$ cat src/rtl/countdown_ctrl.sv
// MM:SS countdown controller: BCD digit entry, confirm, start/pause,
// and 1 Hz decrement, with registered display/state outputs.
module countdown_ctrl #(
    parameter logic [15:0] DEFAULT_TIME = 16'h0100,
    parameter bit          CLAMP_SEC    = 1'b1
) (
    input  logic        clk,
    input  logic        rst,
    input  logic        keydown_start,
    input  logic        keydown_confirm,
    input  logic        keydown_clear,
    input  logic        keydown_num,
    input  logic [3:0]  num,
    input  logic        tick,
    output logic [15:0] display,
    output logic [2:0]  state,
    output logic        running,
    output logic        done,
    output logic        err
);

    typedef enum logic [2:0] {
        EDIT    = 3'd0,
        ARMED   = 3'd1,
        RUNNING = 3'd2,
        PAUSED  = 3'd3,
        DONE    = 3'd4
    } state_t;

    state_t      state_q, state_d;
    logic [15:0] entry_q, entry_d;
    logic [15:0] time_q, time_d;
    logic [15:0] saved_q, saved_d;
    logic [15:0] disp_d;
    logic        done_d, err_d;
    logic        k_clr, k_start, k_conf, k_num;
    logic        sec_bad;
    logic [15:0] confirmed;

    // One BCD second down; borrows ripple S0 -> S1 -> M0 -> M1.
    function automatic logic [15:0] bcd_dec(input logic [15:0] t);
        logic [3:0] m1, m0, s1, s0;
        {m1, m0, s1, s0} = t;
        if (s0 != 4'd0) begin
            s0 = s0 - 4'd1;
        end else begin
            s0 = 4'd9;
            if (s1 != 4'd0) begin
                s1 = s1 - 4'd1;
            end else begin
                s1 = 4'd5;
                if (m0 != 4'd0) begin
                    m0 = m0 - 4'd1;
                end else begin
                    m0 = 4'd9;
                    m1 = m1 - 4'd1;
                end
            end
        end
        return {m1, m0, s1, s0};
    endfunction

    // Only the highest-priority key survives; out-of-range digits never count.
    always_comb begin
        k_clr     = keydown_clear;
        k_start   = keydown_start & ~keydown_clear;
        k_conf    = keydown_confirm & ~keydown_clear & ~keydown_start;
        k_num     = keydown_num & (num <= 4'd9) & ~keydown_clear
                    & ~keydown_start & ~keydown_confirm;
        sec_bad   = entry_q[7:4] > 4'd5;
        confirmed = sec_bad ? {entry_q[15:8], 8'h59} : entry_q;
    end

    // Next-state, entry/time updates and output pulses.
    always_comb begin
        state_d = state_q;
        entry_d = entry_q;
        time_d  = time_q;
        saved_d = saved_q;
        done_d  = 1'b0;
        err_d   = 1'b0;
        case (state_q)
            EDIT: begin
                if (k_clr) begin
                    entry_d = 16'h0000;
                end else if (k_conf) begin
                    if (sec_bad && !CLAMP_SEC) begin
                        err_d = 1'b1;
                    end else begin
                        time_d  = confirmed;
                        saved_d = confirmed;
                        state_d = ARMED;
                    end
                end else if (k_num) begin
                    entry_d = {entry_q[11:0], num};
                end
            end
            ARMED: begin
                if (k_clr) begin
                    entry_d = 16'h0000;
                    state_d = EDIT;
                end else if (k_start) begin
                    if (time_q != 16'h0000) state_d = RUNNING;
                end else if (k_num) begin
                    entry_d = {12'h000, num};
                    state_d = EDIT;
                end
            end
            RUNNING: begin
                if (k_clr) begin
                    entry_d = 16'h0000;
                    state_d = EDIT;
                end else if (k_start) begin
                    state_d = PAUSED;
                end else if (tick && time_q != 16'h0000) begin
                    time_d = bcd_dec(time_q);
                    if (time_q == 16'h0001) begin
                        state_d = DONE;
                        done_d  = 1'b1;
                    end
                end
            end
            PAUSED: begin
                if (k_clr) begin
                    entry_d = 16'h0000;
                    state_d = EDIT;
                end else if (k_start) begin
                    state_d = RUNNING;
                end
            end
            DONE: begin
                if (k_clr) begin
                    entry_d = 16'h0000;
                    state_d = EDIT;
                end else if (k_start) begin
                    time_d  = saved_q;
                    state_d = ARMED;
                end
            end
            default: begin
                entry_d = 16'h0000;
                state_d = EDIT;
            end
        endcase
        if (state_d == EDIT)      disp_d = entry_d;
        else if (state_d == DONE) disp_d = 16'h0000;
        else                      disp_d = time_d;
    end

    // State and datapath registers, plus registered outputs.
    always_ff @(posedge clk or posedge rst) begin
        if (rst) begin
            state_q <= EDIT;
            entry_q <= 16'h0000;
            time_q  <= DEFAULT_TIME;
            saved_q <= DEFAULT_TIME;
            display <= 16'h0000;
            running <= 1'b0;
            done    <= 1'b0;
            err     <= 1'b0;
        end else begin
            state_q <= state_d;
            entry_q <= entry_d;
            time_q  <= time_d;
            saved_q <= saved_d;
            display <= disp_d;
            running <= (state_d == RUNNING);
            done    <= done_d;
            err     <= err_d;
        end
    end

    assign state = state_q;

endmodule
$ cat config.mk
export PLATFORM = sky130hd
export DESIGN_NAME = countdown_ctrl
export DESIGN_NICKNAME = d
export VERILOG_FILES = /design/src/rtl/countdown_ctrl.sv
export SDC_FILE = /design/constraint.sdc
export NUM_CORES = 1
export LEC_CHECK = 0
export ABC_AREA = 1
export CAP_MARGIN = 5
export CORE_AREA = 2 2 118 120
export DETAILED_ROUTE_END_ITERATION = 7
export DIE_AREA = 0 0 120 122
export PLACE_DENSITY = 0.51
export SLEW_MARGIN = 20
export SYNTH_ARGS = -nofsm -noshare
export SYNTH_HDL_FRONTEND = slang
export SYNTH_SLANG_ARGS = --single-unit
$ cat constraint.sdc
create_clock -name clk -period 2.6 [get_ports clk]
set_input_delay 0.52 -clock clk [delete_from_list [all_inputs] [get_ports clk]]
set_output_delay 0.52 -clock clk [all_outputs]
set_load 0.05 [all_outputs]
==> reports/metrics.cfg <==
[finish]
multi_input_area_um2=1827
drive_gt1_share_pct=15.14
seqCellArea_um2=1729
fin_area_um2=4913
n_fill_cell=1377
antenna_cells=0
fin_nets=567
instances_no_fill=735
syn_to_final_growth_pct=25.91

[pwr]
finalPower_mw=3.644
peakVddDrop_uv=342.7
power_frac_seq_pct=33.7
swShare_pct=33.85
pwr-share-comb_pct=27.2
power_switching_mw=1.234
powerDensity_nw_per_um2=741.7
internal_power_mw=2.411
leakagePower_nw=2.396
clkPwrFrac_pct=39.0

[critical_path]
slowest_delay_ns=0.52
cp_slowest_cell=dfstp_2
rrSetupSlack_ns=0.26
critical_path_class=reg -> reg
required_ns=2.87
crit_arrival_ns=2.62
end_kind=flop
startpoint_type=flop
path_max_fanout=7
crit_chain=inv_1 -> ha_1 -> nand2_1 -> nor2_1 -> nand2_2 -> nand3_1 -> nor2_2 -> xor2_1 -> o21ai_0 -> nand2_1 -> nand2_1
crit_top_cell=nand2_1

[clock_tree]
insertion_delay_ns=0.33
tritoncts=done
clock_sinks=69
clk_pin_slew_ns=0.06
cts_buffers=9
hold_buffers=0
post-cts-setup-buffers=0
cts_max_path_buffers=2
htreeDepth=3
cts.repair.resized=0
cts_root_buffer=clkbuf_16

[floorplan]
die_w_um=120
io_pins=33
dieArea_um2=14640
start_util_pct=28.90
die_h_um=122
rows=43
core_area_um2=13500

[timing]
maxSlewHeadroom_pct=63.86
finalCritPeriodShare_pct=90.15
fmax_mhz=426.7
setup_viol=0
rsz0062_at_grt=no
hold_violations=0
worst_pin_slew_ns=0.5413
timing.hold.ws_ns=0.4616
clock-skew-final_ns=0.007009
final_max_slew_viol_count=0
min_period_ns=2.344

[grt]
grt_overflow=0
grt_usage_pct=16.07
grt_pass1_wl_mm=18.29
grt_max_degree=26
grt_pass1_vias=3411
antenna_found_initial=0

[routing]
final_antenna_net_count=0
drt_iter0_drc=241
drc=0
vias=3547
avgRoutedWirePerCell_um=15.38
via_per_inst=4.826
routed_wl_mm=11.30
firstDrtPassIters=5

[logic_synthesis]
yosysTopAreaCell=dfrtp_1
yosysWarningCount=0
synth-edff-count=0
ys_ff_latch=69
yosysSeqAreaShare_pct=44.31
ys_types=42
ys.flop_type=dfrtp_1
synth_top_area_share_pct=42.96
syn_avg_cell_area_um2=7.805
synth-async-reset-ratio_pct=100.0
syn_area_um2=3902
syn_nets=517
synth_top_cells_by_area=dfrtp_1 43%, nand2_1 12%, o21ai_0 7.7%
synth_cells=500

[worst_hold_path]
min_path_type=reg -> reg

[place]
place.gp.congestion=0.8977
dpl_cell_area_um2=4564
dp_hpwl_mm=8.817
port_buffers=31
dpl.cell_count=719

[status]
outcome=complete, no violations

[run]
maxCapViolCount=0

power by group through the flow:
| stage | combinational (mW) | sequential, mW | clock (mW) |
|---|---|---|---|
| floorplan | 0.598 | 1.31 | 0 |
| global placement | 0.991 | 1.25 | 0 |
| detailed placement | 0.984 | 1.25 | 0 |
| CTS | 0.989 | 1.23 | 1.45 |
| global route | 1.08 | 1.24 | 1.50 |
| finish | 0.992 | 1.23 | 1.42 |
metrics by stage:
| step | util, % | setup WS [ns] | TNS, ns |
|---|---|---|---|
| 2_1_floorplan | - | 0.3434 | 0 |
| 3_3_place_gp | 33.80 | -0.002533 | -0.002533 |
| 3_5_place_dp | 33.80 | 0.01587 | 0 |
| 4_1_cts | 36.38 | 0.3001 | 0 |
| 5_1_grt | 36.38 | 0.04933 | 0 |
| 6_report | 36.38 | 0.2562 | 0 |
flip-flops by register name, summed over array words and instances (netlist names):
name,count
display,16
entry_q,16
saved_q,16
time_q,16
state,3
done,1
running,1
critical path, delay by kind of cell, from the launching register on:
kind	cells	cell delay (ns)
AO/OA/AOI/OAI	1	0.40
AND/OR/NAND/NOR	7	0.93
XOR/XNOR	1	0.10
flip-flops	1	0.52
buffers and inverters	1	0.08
adder cells (fa/ha/maj)	1	0.23
kinds of logic (layout without fill, tap and decap cells):
kind of cell	after synthesis	count (layout)	share of synthesized area (%)
xor+xnor	2	2	0.4489
other cells	1	1	0.09609
simple gates	237	237	29.18
buf+inv	79	134	8.881
compound gates	106	106	15.17
flops	69	69	44.31
fa+ha+maj	6	6	1.924
cell usage after synthesis, types with 2 or more instances:
| cell type | instances |
|---|---|
| nand3_1 | 25 |
| nand3_2 | 2 |
| o221ai_1 | 3 |
| dfstp_2 | 2 |
| nand2_2 | 7 |
| ha_1 | 6 |
| o21ai_0 | 60 |
| nand2_8 | 2 |
| inv_1 | 50 |
| inv_4 | 2 |
| nor2_2 | 7 |
| nor2_1 | 36 |
| a21oi_1 | 19 |
| nor3_1 | 2 |
| buf_4 | 4 |
| dfrtp_1 | 67 |
| nand2_1 | 125 |
| a31oi_1 | 3 |
| nor3b_1 | 2 |
| buf_6 | 2 |
| o211ai_1 | 6 |
| nand2_4 | 2 |
| buf_2 | 8 |
| inv_2 | 11 |
| nand4_1 | 21 |
| xor2_1 | 2 |
| o21ai_1 | 9 |
layer usage:
metal  track usage [%]  part of all wire, %  up-vias  wire (um)
li1                  -                    -     1751          -
met2             24.61                   46       77       5193
met5                 0                    0        -          0
met4             6.250                  2.2        0        248
met3             2.528                  3.1       13        356
met1             22.77                   49     1706       5505
layout by cell type, fill, tap and decap left out, types with 4 or more instances in the layout:
cell type | synthesis | final
nand2_1 | 125 | 125
dfrtp_1 | 67 | 67
o21ai_0 | 60 | 60
inv_1 | 50 | 49
nor2_1 | 36 | 36
clkdlybuf4s50_1 | 0 | 31
nand3_1 | 25 | 25
nand4_1 | 21 | 21
a21oi_1 | 19 | 19
buf_4 | 4 | 19
inv_2 | 11 | 12
o21ai_1 | 9 | 9
clkbuf_16 | 0 | 9
nor2_2 | 7 | 7
nand2_2 | 7 | 7
o211ai_1 | 6 | 6
ha_1 | 6 | 6
buf_12 | 0 | 4
final timing paths:
path,cells past startpoint,start,end
max,11,time_q[8]$_DFF_PP1_,display[12]$_DFF_PP0_
min,2,saved_q[8]$_DFFE_PP1P_,saved_q[8]$_DFFE_PP1P_
max reg2reg,11,time_q[8]$_DFF_PP1_,display[12]$_DFF_PP0_
min reg2reg,2,saved_q[8]$_DFFE_PP1P_,saved_q[8]$_DFFE_PP1P_
max in group asynchronous,3,rst,saved_q[8]$_DFFE_PP1P_
min in group asynchronous,2,rst,entry_q[9]$_DFF_PP0_
area by class of cell:
class / instances / share of cell area, %
Sequential cell: 69 / 35.19
Timing Repair Buffer: 54 / 10.85
Tap cell: 180 / 4.584
Clock buffer: 9 / 4.584
Inverter: 64 / 5.093
Multi-Input combinational cell: 352 / 37.18
Clock inverter: 7 / 2.521
(Power assumes the default switching activity.)
